<file path="src/rtl/icon_pkg.sv">
`default_nettype none
// +----------------------------------------------------------------------+
// | icon_pkg : shared constants, orientation/state encodings and sprite  |
// |            image generator for the bot icon fetch path.  Rev 1.0     |
// +----------------------------------------------------------------------+
package icon_pkg;

    localparam int ICON_W  = 16;
    localparam int ICON_H  = 16;
    localparam int Y_SCALE = 6;
    localparam int X_SHIFT = 3;
    localparam int ROM_AW  = 11;

    typedef enum logic [2:0] {
        OR_N  = 3'b000,
        OR_NE = 3'b001,
        OR_E  = 3'b010,
        OR_SE = 3'b011,
        OR_S  = 3'b100,
        OR_SW = 3'b101,
        OR_W  = 3'b110,
        OR_NW = 3'b111
    } orient_e;

    typedef enum logic [1:0] {
        ST_IDLE  = 2'd0,
        ST_ARMED = 2'd1,
        ST_SHOW  = 2'd2
    } state_e;

    // Sprite image: XOR fold of the address in 2-bit groups, one image per bank.
    function automatic logic [1:0] sprite_pixel(input logic [ROM_AW-1:0] addr);
        logic [1:0] acc;
        acc = 2'b00;
        for (int i = 0; i < ROM_AW; i += 2) begin
            acc = acc ^ 2'(addr >> i);
        end
        return acc;
    endfunction

endpackage
`default_nettype wire

</file>
<file path="src/rtl/icon_fetch_ctrl.sv">
`default_nettype none
// +----------------------------------------------------------------------+
// | icon_fetch_ctrl : frame-latched bot location, sprite ROM addressing  |
// |                   and 3-clock icon colour pipeline.  Rev 1.0         |
// +----------------------------------------------------------------------+
module icon_fetch_ctrl #(
    parameter int ICON_W  = icon_pkg::ICON_W,
    parameter int ICON_H  = icon_pkg::ICON_H,
    parameter int Y_SCALE = icon_pkg::Y_SCALE,
    parameter int X_SHIFT = icon_pkg::X_SHIFT,
    parameter int ROM_AW  = icon_pkg::ROM_AW
) (
    input  logic              clock,
    input  logic              reset,
    input  logic              frame_start,
    input  logic              loc_valid,
    input  logic [7:0]        LocX,
    input  logic [7:0]        LocY,
    input  logic [7:0]        BotInfo,
    input  logic              icon_en,
    input  logic              pix_tick,
    input  logic [9:0]        pixel_row,
    input  logic [9:0]        pixel_column,
    output logic [ROM_AW-1:0] rom_addr,
    input  logic [1:0]        rom_data,
    output logic [1:0]        icon,
    output logic              icon_valid,
    output logic              busy
);
    import icon_pkg::*;

    localparam int OW = 11;
    localparam int RB = $clog2(ICON_H);
    localparam int CB = $clog2(ICON_W);

    logic unused_info;
    assign unused_info = ^BotInfo[7:3];

    state_e            state_q, state_d;
    logic              pend_q, pend_d;
    logic [7:0]        sh_x_q, sh_x_d, sh_y_q, sh_y_d;
    logic [7:0]        ac_x_q, ac_x_d, ac_y_q, ac_y_d;
    orient_e           sh_o_q, sh_o_d, ac_o_q, ac_o_d;
    logic              activate;
    logic [OW-1:0]     oy, ox, row_w, col_w, dr, dc;
    logic              hit;
    logic [ROM_AW-1:0] rom_addr_q, rom_addr_d;
    logic              hit1_q, tick1_q, hit2_q, tick2_q, icon_valid_q;
    logic [1:0]        icon_q, icon_d;

    assign activate = frame_start & (pend_q | loc_valid);

    // A same-clock update bypasses the shadow so it is never left pending.
    always_comb begin
        sh_x_d = sh_x_q;
        sh_y_d = sh_y_q;
        sh_o_d = sh_o_q;
        pend_d = pend_q;
        ac_x_d = ac_x_q;
        ac_y_d = ac_y_q;
        ac_o_d = ac_o_q;
        if (loc_valid) begin
            sh_x_d = LocX;
            sh_y_d = LocY;
            sh_o_d = orient_e'(BotInfo[2:0]);
            pend_d = 1'b1;
        end
        if (frame_start) begin
            if (loc_valid) begin
                ac_x_d = LocX;
                ac_y_d = LocY;
                ac_o_d = orient_e'(BotInfo[2:0]);
                pend_d = 1'b0;
            end else if (pend_q) begin
                ac_x_d = sh_x_q;
                ac_y_d = sh_y_q;
                ac_o_d = sh_o_q;
                pend_d = 1'b0;
            end
        end
    end

    always_comb begin
        state_d = state_q;
        case (state_q)
            ST_IDLE:  if (activate) state_d = ST_SHOW;
                      else if (loc_valid) state_d = ST_ARMED;
            ST_ARMED: if (activate) state_d = ST_SHOW;
            ST_SHOW:  state_d = ST_SHOW;
            default:  state_d = ST_IDLE;
        endcase
        if (frame_start && !icon_en) begin
            state_d = ST_IDLE;
        end
    end

    // Offsets are unsigned 11-bit; a pixel left of/above the origin fails the >= test.
    always_comb begin
        oy         = OW'(ac_y_q) * OW'(Y_SCALE);
        ox         = OW'(ac_x_q) << X_SHIFT;
        row_w      = OW'(pixel_row);
        col_w      = OW'(pixel_column);
        dr         = row_w - oy;
        dc         = col_w - ox;
        hit        = pix_tick && (row_w >= oy) && (dr < OW'(ICON_H))
                              && (col_w >= ox) && (dc < OW'(ICON_W));
        rom_addr_d = hit ? {ac_o_q, dr[RB-1:0], dc[CB-1:0]} : rom_addr_q;
        icon_d     = (hit2_q && (state_q == ST_SHOW) && icon_en) ? rom_data : 2'b00;
    end

    always_ff @(posedge clock or negedge reset) begin
        if (!reset) begin
            state_q      <= ST_IDLE;
            pend_q       <= 1'b0;
            sh_x_q       <= '0;
            sh_y_q       <= '0;
            sh_o_q       <= OR_N;
            ac_x_q       <= '0;
            ac_y_q       <= '0;
            ac_o_q       <= OR_N;
            rom_addr_q   <= '0;
            hit1_q       <= 1'b0;
            tick1_q      <= 1'b0;
            hit2_q       <= 1'b0;
            tick2_q      <= 1'b0;
            icon_q       <= 2'b00;
            icon_valid_q <= 1'b0;
        end else begin
            state_q      <= state_d;
            pend_q       <= pend_d;
            sh_x_q       <= sh_x_d;
            sh_y_q       <= sh_y_d;
            sh_o_q       <= sh_o_d;
            ac_x_q       <= ac_x_d;
            ac_y_q       <= ac_y_d;
            ac_o_q       <= ac_o_d;
            rom_addr_q   <= rom_addr_d;
            hit1_q       <= hit;
            tick1_q      <= pix_tick;
            hit2_q       <= hit1_q;
            tick2_q      <= tick1_q;
            icon_q       <= icon_d;
            icon_valid_q <= tick2_q;
        end
    end

    assign rom_addr   = rom_addr_q;
    assign icon       = icon_q;
    assign icon_valid = icon_valid_q;
    assign busy       = (state_q == ST_SHOW);

endmodule
`default_nettype wire

</file>
<file path="config.mk">
export PLATFORM = sky130hd
export DESIGN_NAME = icon_fetch_ctrl
export DESIGN_NICKNAME = d
export VERILOG_FILES = /design/src/rtl/icon_pkg.sv /design/src/rtl/icon_fetch_ctrl.sv
export SDC_FILE = /design/constraint.sdc
export NUM_CORES = 1
export LEC_CHECK = 0
export CAP_MARGIN = 25
export CORE_AREA = 5 5 109 70
export CTS_CLUSTER_SIZE = 10
export DETAILED_ROUTE_END_ITERATION = 16
export DIE_AREA = 0 0 114 75
export PLACE_DENSITY_LB_ADDON = 0.25
export REMOVE_ABC_BUFFERS = 1
export SETUP_SLACK_MARGIN = 0.1
export SYNTH_ARGS = -nofsm -noshare
export SYNTH_HDL_FRONTEND = slang
export SYNTH_SLANG_ARGS = --single-unit
</file>
<file path="constraint.sdc">
create_clock -name clock -period 11.1 [get_ports clock]
set_input_delay 1.665 -clock clock [delete_from_list [all_inputs] [get_ports clock]]
set_output_delay 1.665 -clock clock [all_outputs]
set_load 0.03 [all_outputs]
</file>
* After elaboration in Yosys (flattened, before gate mapping)
Index checks and enable logic that the tools add are counted.
** Storage, ports and cells
- Word-level logic and storage cells :: 56
- Input port bits :: 52
- Output and inout port bits :: 15
- Register bits :: 59
** Operators by class
- Multiply operators :: 1
- Multiplexer cells :: 16
- Eq/ne operators :: 4
- Order comparisons :: 4
- Reduce and logical (&&, ||, !) cells :: 12
- Bitwise operators :: 2
- $add $sub $neg :: 2
** Operator list (number)
- $mux W8 :: 4
- $ge A10 B11 Y1 :: 2
- $lt A11 B5 Y1 const B :: 2
- $sub A10 B11 Y11 :: 2
- $mul A8 B2 Y10 const B :: 1
- $mux W2 :: 5
- $logic_and A1 B1 Y1 :: 7
- $mux W3 :: 2
- $pmux W2 S3 :: 1
- $mux W1 :: 4
- $ne A4 B4 Y1 const B :: 1
- $reduce_and A2 Y1 :: 2
- $ne A3 B3 Y1 const B :: 1
- $eq A2 B1 Y1 const B :: 1
- $eq A2 B2 Y1 const B :: 1
- $logic_not A2 Y1 :: 1
- $reduce_bool A2 Y1 :: 1
- $and A1 B1 Y1 :: 1
- $logic_not A1 Y1 :: 1
- $or A1 B1 Y1 :: 1

* Logic depth before layout (Yosys ltp)
Gate-level depths: netlist of run 1.
- Depth after elaboration :: 6
- Mapped depth :: 17
- Gate-level depth less buffers :: 16

* Worst setup path before layout of run 1
No wires, ideal clock.
- Kind :: input-to-reg
- Start :: input pixel_column[3]
- End :: register rom_addr_q[10], in the netlist rom_addr[10]
- Stages on the path :: 12
- Buffers on the path :: 1
- Library setup time :: 125 ps
- Setup slack :: 6523 ps
- Arrival time :: 4452 ps
- Required time :: 10975 ps
- Cell sequence :: inv_1 ha_1 inv_1 fa_1 or4b_1 a31oi_1 or3b_1 nor4_2 nand4_1 a221oi_2 buf_6 mux2_4
** On the way
- Word-level cells in the longest chain between the ends :: 3
- Elaborated cells on any way between the ends :: 5
- Those cells by class :: 1 x add/sub; 2 x order compare; 2 x reduce/logical
** Ends and longest elaborated chain
- from (decl) :: line icon_fetch_ctrl.sv:23 : input logic [9:0] pixel_column,
- $sub A10 B11 Y11 or $ge A10 B11 Y1 (tied branches) :: line icon_fetch_ctrl.sv:104, icon_fetch_ctrl.sv:106
- $lt A11 B5 Y1 or $logic_and A1 B1 Y1 (tied branches) :: line icon_fetch_ctrl.sv:106 : && (col_w >= ox) && (dc < OW'(ICON_W));
- $logic_and A1 B1 Y1 (*) :: line icon_fetch_ctrl.sv:106
- net hit :: line icon_fetch_ctrl.sv:46 : logic hit;
- to (signal assigned) :: line icon_fetch_ctrl.sv:137 : rom_addr_q <= rom_addr_d;
- to (decl) :: line icon_fetch_ctrl.sv:47 : logic [ROM_AW-1:0] rom_addr_q, rom_addr_d;
The timed path passes the listed nets; every way through them passes the cells marked *.
A chain may end at the register's enable or synchronous reset.

* Worst setup path after layout of run 1
- Start :: input pixel_column[3]
- End :: register rom_addr_q[1], in the netlist rom_addr[1]
** On the way
- Word-level cells in the longest chain between the ends :: 3
- Elaborated cells on any way between the ends :: 5
- Those cells by class :: 1 x add/sub; 2 x order compare; 2 x reduce/logical
** Ends and longest elaborated chain (line)
- $sub A10 B11 Y11 or $ge A10 B11 Y1 (tied branches) :: icon_fetch_ctrl.sv:104, icon_fetch_ctrl.sv:106
- $lt A11 B5 Y1 or $logic_and A1 B1 Y1 (tied branches) :: icon_fetch_ctrl.sv:106
- $logic_and A1 B1 Y1 (*) :: icon_fetch_ctrl.sv:106
Mark *: on every way between the ends. The rest lies on a longest branch, timed or not.

==> results of run 1 <==
report_power, final:
part	internal [uW]	switching, uW	leakage, uW
Sequential	237	12.0	0.000728
Combinational	116	131	0.00108
Clock	109	85.8	0.0000991
Total	461	228	0.00190
final timing paths:
kind | start | endpoint | slack, ns | cells past startpoint
setup / recovery | pixel_column[3] | rom_addr[1] | 5.77 | 13
hold / removal | tick1_q | tick2_q | 0.35 | 0
setup reg to reg | ac_y_q[1] | rom_addr[1] | 6.63 | 16
hold reg to reg | tick1_q | tick2_q | 0.35 | 0
max in group asynchronous | reset | rom_addr[1] | 9.13 | 2
min in group asynchronous | reset | ac_x_q[5] | 1.45 | 2
layout by cell type (no fill, tap or decap), types with 2 or more instances in the layout:
cell type / synthesis / routed
mux2_4: 7 / 7
nor2b_1: 6 / 5
fa_1: 3 / 3
clkbuf_8: 0 / 10
clkdlybuf4s50_1: 0 / 60
ha_1: 28 / 28
nor2_1: 10 / 10
inv_1: 27 / 27
nor3_1: 4 / 4
and4_1: 2 / 2
mux2i_1: 3 / 3
clkinv_2: 0 / 3
o21ai_0: 15 / 15
o31ai_1: 2 / 2
xor2_1: 5 / 5
a21o_1: 3 / 3
a21oi_1: 13 / 13
buf_4: 0 / 3
a211oi_1: 2 / 2
dfrtp_1: 59 / 59
xnor2_1: 5 / 5
nand2_1: 44 / 44
mux2_2: 24 / 24
metrics by stage:
step,power (uW),setup slack (ns),cells,cell area [um^2],utilization [%]
after CTS,695,5.76,453,4100,63.3
after global routing,737,5.59,453,4100,63.3
after global placement,488,5.45,436,3890,60.0
final,689,5.77,453,4100,63.3
after floorplan,428,6.11,285,3150,-
after detailed placement,498,5.43,437,3900,60.3
cell type report:
class / instances / area share [%]
well taps: 87 / 2.66
clock inverters: 5 / 1.28
flip-flops and latches: 59 / 36.0
clock buffers: 11 / 3.45
repair buffers: 65 / 15.7
inverters: 27 / 2.47
multi-input cells: 199 / 38.4
state kept, by name, summed over array words and instances, names as in the netlist, 3 cells and up:
signal    cells
sh_x_q        8
sh_o_q        3
ac_x_q        8
ac_y_q        8
sh_y_q        8
ac_o_q        3
rom_addr     11
routing by layer:
layer	GRT usage [%]	up-vias	share of wire, %
met2	27.5	54	45
met4	6.98	0	1.5
li1	-	1141	-
met5	0	-	0
met3	6.75	14	6.8
met1	22.6	1100	47
cell families (layout without fill, tap and decap cells):
kind of cell	after synthesis	after routing	synth area share (%)
fa+ha+maj	31	31	12.9
simple gates	74	74	10.7
compound gates	50	50	10.3
buf+inv	33	108	4.13
flops	59	59	46.5
mux	34	34	12.8
xor+xnor	10	10	2.76
==> flow_summary.json, run 1 <==
{
  "antenna_found_initial": 0,
  "rsz0062_at_grt": "no",
  "fin_nets": 444,
  "syn_area_per_cell_um2": 10.9,
  "cts.sinks": 59,
  "fin_worst_skew_ns": 0.00760,
  "worst_pin_slew_ns": 0.832,
  "cp_slowest_cell": "or4b_1",
  "synth.most_common_cell": "dfrtp_1",
  "clock_path_buffers": 2,
  "worst_skew_pair.late_latency_ns": 0.34,
  "vias": 2309,
  "initial_core_util_pct": 49.1,
  "port-buffer-count": 61,
  "period_share_pct": 48.0,
  "cp_data_required_time_ns": 11.32,
  "synth_area_leaders": "dfrtp_1 (46%), ha_1 (11%), mux2_2 (8.5%), nand2_1 (5.2%), mux2_4 (3.3%)",
  "cts_buffers": 9,
  "io_pins": 67,
  "crit_chain": "clkdlybuf4s50_1 -> inv_1 -> ha_1 -> inv_1 -> fa_1 -> or4b_1 -> a31oi_1 -> or3b_1 -> nor4_2 -> nand4_1 -> a221oi_2 -> buf_4 -> mux2_2",
  "seq_area_mm2": 0.00148,
  "multi_input_area_mm2": 0.00157,
  "max_freq_ghz": 0.188,
  "fin_crit_ns": 5.33,
  "final_layout_size_suffix_gt1_share_pct": 15.6,
  "ys_ff_latch": 59,
  "rows": 23,
  "postRouteAntennaNets": 0,
  "power.density_mw_per_mm2": 168,
  "gp_congestion": 0.854,
  "dp_hpwl_um": 4990,
  "critPathMaxFanout": 9,
  "crit_arrival_ns": 5.55,
  "relSlewSlack_pct": 44.2,
  "fp.dieW_um": 114,
  "ctsHoldBuffers": 0,
  "grt-ovfl-total": 0,
  "hold_viol": 0,
  "whs_ns": 0.354,
  "synth_cell_types": 45,
  "drt_iter0_drc": 100,
  "core_mm2": 0.00647,
  "design.die.area_mm2": 0.00855,
  "synth_area_mm2": 0.00318,
  "synthCells": 291,
  "max_stage_delay_ns": 0.55,
  "grt_pass1_wl_um": 11400,
  "drt_pass1_iterations": 4,
  "synth_edf_count": 0,
  "synth.top_cells.by_count": "dfrtp_1 (59), nand2_1 (44), ha_1 (28), inv_1 (27), mux2_2 (24)",
  "drt-total-wl_um": 6780,
  "clk_pin_slew_ns": 0.07,
  "start_kind": "input port",
  "yosysWarnings": 0,
  "drcViolationCount": 0,
  "peakVddDrop_v": 0.0000997,
  "vias_per_cell": 5.10,
  "synth_top_cell_area_share_pct": 46.5,
  "cap_violations": 0,
  "dieHeight_um": 75,
  "status": "finished clean",
  "track_usage_pct": 17.7,
  "synth_top_flop_cell": "dfrtp_1",
  "worstSetupPathType": "in2reg",
  "drv_slew": 0,
  "cts_tree": "yes",
  "async_reset_ff_share_pct": 100,
  "syn_to_final_growth_pct": 28.9,
  "ctsResizeCount": 0,
  "fillCellCount": 559,
  "tns_ns": 0,
  "grt_start_max_net_pins": 60,
  "critPathCaptureType": "flip-flop",
  "setup_viol": 0,
  "worst-path-buf-inv": 4,
  "first_global_vias": 2408,
  "wl_per_cell_um": 15.0,
  "antenna_cells": 0,
  "synth.largest_area_cell": "dfrtp_1",
  "p_leak_uw": 0.00190,
  "crit_family": "simple AND/OR/NAND/NOR gates",
  "cts.htree.levels": 3,
  "min_path_type": "reg2reg",
  "cts_setup_buffers": 0,
  "cpMostUsedCell": "inv_1",
  "ctsRootBufferMaster": "clkbuf_8",
  "yosysSeqAreaShare_pct": 46.5
}
No activity file was read; power rests on OpenSTA's default activity.
==> run 2: changes to the inputs <==
==> constraint.sdc (replaced) <==
create_clock -name clock -period 5.6 [get_ports clock]
set_input_delay 0.84 -clock clock [delete_from_list [all_inputs] [get_ports clock]]
set_output_delay 0.84 -clock clock [all_outputs]
set_load 0.03 [all_outputs]
==> run 2 against run 1 <==
Net effect: design area stayed put; via count rose by 0.65%; register-to-register slack lost 5.5 ns; worst setup slack worse by 4.6 ns; largest cell class unchanged; worst hold slack is essentially flat; critical path depth grew 3; power up 98%; global-route usage decreased by 0.61 points.
==> flow_summary.json, run 2 (same netlist as run 1, synthesis figures left out) <==
{
  "track_usage_pct": 17.0,
  "dieHeight_um": 75,
  "fillCellCount": 541,
  "io_pins": 67,
  "crit_start": "ac_y_q[1]",
  "cts.sinks": 59,
  "worstRegToRegCells": 16,
  "cts_setup_buffers": 0,
  "period_share_pct": 79.2,
  "initial_core_util_pct": 49.1,
  "layout_commonest_cell": "clkdlybuf4s50_1",
  "p_leak_uw": 0.00190,
  "gp_congestion": 0.861,
  "critPathCaptureType": "flip-flop",
  "crit_family": "compound AO/OA/AOI/OAI gates",
  "grt_pass1_wl_um": 11300,
  "drt_pass1_iterations": 5,
  "start_kind": "flip-flop",
  "grt-ovfl-total": 0,
  "largest_reg_flops": 11,
  "tns_ns": 0,
  "cap_violations": 0,
  "max_freq_ghz": 0.225,
  "worst-path-buf-inv": 1,
  "fin_crit_ns": 4.44,
  "cts_tree": "yes",
  "max_stage_delay_ns": 0.50,
  "final_layout_size_suffix_gt1_share_pct": 15.6,
  "core_mm2": 0.00647,
  "rr_endpoint": "rom_addr[1]",
  "fin_nets": 444,
  "cts.htree.levels": 3,
  "grt_start_max_net_pins": 60,
  "min_path_type": "reg2reg",
  "total_power_uw": 1360,
  "crit_chain": "ha_1 -> a21o_1 -> a21oi_1 -> o21bai_1 -> a21oi_1 -> o21ai_0 -> xnor2_1 -> ha_1 -> nor2_1 -> a221o_2 -> or3b_1 -> nor4_2 -> nand4_1 -> a221oi_2 -> buf_4 -> mux2_2",
  "dp_hpwl_um": 4920,
  "crit_arrival_ns": 4.66,
  "clock_path_buffers": 2,
  "wl_per_cell_um": 14.5,
  "status": "finished clean",
  "ff2ff_setup_slack_ns": 1.16,
  "syn_to_final_growth_pct": 28.9,
  "mostFrequentLayoutCells": "clkdlybuf4s50_1 (60), dfrtp_1 (59), nand2_1 (44)",
  "drt_iter0_drc": 79,
  "clk_pin_slew_ns": 0.07,
  "fp.dieW_um": 114,
  "drv_slew": 0,
  "antenna_cells": 0,
  "cts_buffers": 9,
  "worst_skew_pair.late_latency_ns": 0.34,
  "postRouteAntennaNets": 0,
  "ctsHoldBuffers": 0,
  "hold_viol": 0,
  "drcViolationCount": 0,
  "endpoint": "rom_addr[1]",
  "port-buffer-count": 61,
  "setup_viol": 0,
  "antenna_found_initial": 0,
  "fin_worst_skew_ns": 0.0108,
  "relSlewSlack_pct": 46.7,
  "critPathMaxFanout": 9,
  "peakVddDrop_v": 0.000201,
  "ctsResizeCount": 0,
  "rsz0062_at_grt": "no",
  "vias_per_cell": 5.13,
  "cp.depth": 16,
  "vias": 2324,
  "reg2reg_from": "ac_y_q[1]",
  "cp_slowest_cell": "a221oi_2",
  "power.density_mw_per_mm2": 333,
  "cp_data_required_time_ns": 5.82,
  "worst_pin_slew_ns": 0.794,
  "first_global_vias": 2380,
  "ctsRootBufferMaster": "clkbuf_8",
  "worstSetupPathType": "reg2reg",
  "rows": 23,
  "drt-total-wl_um": 6580,
  "design.die.area_mm2": 0.00855
}
==> run 2: worst min-delay path by stage <==
stage          startpoint  endpoint  slack [ns]  depth (start not counted)
2_1_floorplan      hit1_q    hit2_q        0.33                          0
3_3_place_gp       hit1_q    hit2_q        0.34                          0
3_5_place_dp       hit1_q    hit2_q        0.34                          0
4_1_cts            hit1_q    hit2_q        0.36                          0
5_1_grt            hit1_q    hit2_q        0.36                          0
6_report           hit1_q    hit2_q        0.35                          0
==> run 2: power breakdown <==
group          switching [uW]  internal (uW)
clock                     172            215
sequential               23.2            469
combinational             254            229
total                     449            914
==> run 2: per-layer routing <==
layer  routed length, um  GRT usage, %  vias up  part of all wire, %
met2                2920          27.0       56                   44
met3                 442          5.38       10                  6.7
li1                    -             -     1147                    -
met1                3120          22.5     1111                   47
met4                  85          5.80        0                  1.3
met5                   0             0        -                    0
==> run 2: worst reg2reg max path, delay by kind of cell, from the launching register on <==
family                   cells  cell delay (ns)
adder cells (fa/ha/maj)      2             0.63
AO/OA/AOI/OAI                7             1.64
XOR/XNOR                     1             0.16
AND/OR/NAND/NOR              4             0.81
multiplexers                 1             0.35
flip-flops                   1             0.40
buffers and inverters        1             0.33
==> run 2: layout make-up <==
cell class | instances | area [um^2] | share of cell area (%)
repair buffers | 65 | 643 | 15.7
inverters | 27 | 101 | 2.47
well taps | 87 | 109 | 2.66
clock buffers | 11 | 141 | 3.45
multi-input cells | 199 | 1570 | 38.4
flip-flops and latches | 59 | 1480 | 36.0
clock inverters | 5 | 52.6 | 1.28
==> run 2: per-stage QoR <==
step	setup slack (ns)	cells	hold WS [ns]	utilization, %	cell area (um^2)
finish	1.16	453	0.355	63.3	4100
global route	0.813	453	0.364	63.3	4100
CTS	1.11	453	0.358	63.3	4100
detailed placement	0.801	437	0.341	60.3	3900
global placement	0.776	436	0.335	60.0	3890
floorplan	1.40	285	0.331	-	3150
==> run 3: changes to the inputs <==
==> constraint.sdc (replaced) <==
create_clock -name clock -period 4.5 [get_ports clock]
set_input_delay 0.675 -clock clock [delete_from_list [all_inputs] [get_ports clock]]
set_output_delay 0.675 -clock clock [all_outputs]
set_load 0.03 [all_outputs]
==> run 3 against run 2 <==
Net effect: clock power increased by 22%; critical path type unchanged; critical path depth unchanged; sequential power increased by 25%; worst setup slack got worse by 0.81 ns; via count decreased by 0.77%; worst hold slack got worse by 0.0033 ns; sequential cell count unchanged; design area unchanged; first-iteration DRC count increased by 24%; global-route usage decreased by 0.074 points; cell count increased by 0.22%.
==> flow_summary.json, run 3 (same netlist as run 1, synthesis figures left out) <==
{
  "worst_pin_slew_ns": 0.837,
  "status": "finished clean",
  "seq_area_mm2": 0.00148,
  "drcViolationCount": 0,
  "mostFrequentLayoutCells": "clkdlybuf4s50_1 (60), dfrtp_1 (59), nand2_1 (44)",
  "crit_arrival_ns": 4.36,
  "power.density_mw_per_mm2": 412,
  "layout_commonest_cell": "clkdlybuf4s50_1",
  "port-buffer-count": 61,
  "period_share_pct": 92.2,
  "switching_share_pct": 32.7,
  "relSlewSlack_pct": 43.8,
  "grt-ovfl-total": 0,
  "cts.htree.levels": 3,
  "p_leak_uw": 0.00191,
  "fillCellCount": 556,
  "initial_core_util_pct": 49.1,
  "wl_per_cell_um": 14.4,
  "vias_per_cell": 5.08,
  "ctsRootBufferMaster": "clkbuf_8",
  "rsz0062_at_grt": "no",
  "hold_viol": 0,
  "drt_pass1_iterations": 4,
  "first_global_vias": 2406,
  "dieHeight_um": 75,
  "antenna_cells": 0,
  "p_seq_share_pct": 36.3,
  "dp_hpwl_um": 4830,
  "min_path_type": "reg2reg",
  "design.die.area_mm2": 0.00855,
  "grt_start_max_net_pins": 60,
  "cts_tree": "yes",
  "drt-total-wl_um": 6520,
  "max_freq_ghz": 0.241,
  "rows": 23,
  "final_layout_size_suffix_gt1_share_pct": 15.8,
  "cap_violations": 0,
  "track_usage_pct": 17.0,
  "pwr-share-clk_pct": 28.0,
  "antenna_found_initial": 0,
  "setup_viol": 0,
  "finish.utilization_pct": 63.3,
  "vias": 2306,
  "total_power_uw": 1690,
  "fin_area_mm2": 0.00410,
  "fin_nets": 445,
  "cp_data_required_time_ns": 4.71,
  "postRouteAntennaNets": 0,
  "critPathMaxFanout": 9,
  "worstSetupPathType": "reg2reg",
  "tns_ns": 0,
  "whs_ns": 0.352,
  "fp.dieW_um": 114,
  "start_kind": "flip-flop",
  "critPathCaptureType": "flip-flop",
  "multi_input_area_mm2": 0.00157,
  "fin_crit_ns": 4.15,
  "intPower_uw": 1140,
  "fin_worst_skew_ns": 0.00752,
  "grt_pass1_wl_um": 11200,
  "clk_pin_slew_ns": 0.07,
  "ctsResizeCount": 0,
  "core_mm2": 0.00647,
  "cts_buffers": 9,
  "cts_setup_buffers": 0,
  "cts.sinks": 59,
  "syn_to_final_growth_pct": 28.9,
  "placed_area_mm2": 0.00390,
  "gp_congestion": 0.871,
  "peakVddDrop_v": 0.000182,
  "clock_path_buffers": 2,
  "worst_skew_pair.late_latency_ns": 0.33,
  "p_comb_share_pct": 35.7,
  "io_pins": 67,
  "ctsHoldBuffers": 0,
  "switchingPower_uw": 552,
  "drv_slew": 0,
  "largest_reg_flops": 11,
  "drt_iter0_drc": 98
}
run 3: cell types whose count changed in the layout (fill, tap and decap cells not counted), sizes merged:
cell / before / now
buf: 5 / 6
run 3: path summary, 6_finish.rpt:
check | startpoint | to | slack (ns) | cells after the start
min in group asynchronous | reset | sh_x_q[5] | 0.49 | 2
worst min register to register | tick2_q | icon_valid | 0.35 | 0
worst min-delay path | tick2_q | icon_valid | 0.35 | 0
worst max-delay path | ac_y_q[1] | rom_addr[1] | 0.35 | 16
worst max register to register | ac_y_q[1] | rom_addr[1] | 0.35 | 16
max in group asynchronous | reset | ac_y_q[0] | 3.50 | 2
run 3: worst max-delay path: stages, from the launching register on:
cell      delay, ns
dfrtp_1        0.41
ha_1           0.31
a21o_1         0.18
a21oi_1        0.22
o21bai_1       0.10
a21oi_1        0.21
o21ai_0        0.15
xnor2_1        0.15
ha_1           0.34
nor2_1         0.05
a221o_2        0.28
or3b_1         0.37
nor4_2         0.24
nand4_1        0.17
a221oi_2       0.23
buf_4          0.25
mux2_2         0.35
run 3: area by class of cell:
cell class                 count  area share, %
multi-input combinational    199           38.4
sequential                    59           36.0
timing repair buffer          66           15.7
clock buffer                  11           3.45
tap                           87           2.66
inverter                      27           2.47
clock inverter                 5           1.28
run 3: metrics by stage:
| step | worst slack [ns] | instances |
|---|---|---|
| after global placement | 0.228 | 438 |
| after CTS | 0.332 | 454 |
| after detailed placement | 0.158 | 438 |
| after global routing | 0.113 | 454 |
| final | 0.352 | 454 |
| after floorplan | 0.295 | 285 |
run 3: routing by layer:
metal / track usage [%] / share of wire [%]
met2: 26.2 / 45
met3: 6.67 / 7.7
met1: 22.4 / 47
met5: 0 / 0
met4: 5.14 / 0.63
run 3: power by group through the flow:
stage | registers, uW | logic (uW) | clock network, uW
finish | 613 | 603 | 472
global route | 621 | 678 | 514
CTS | 614 | 604 | 488
detailed placement | 623 | 597 | 0
global placement | 620 | 584 | 0
floorplan | 617 | 440 | 0
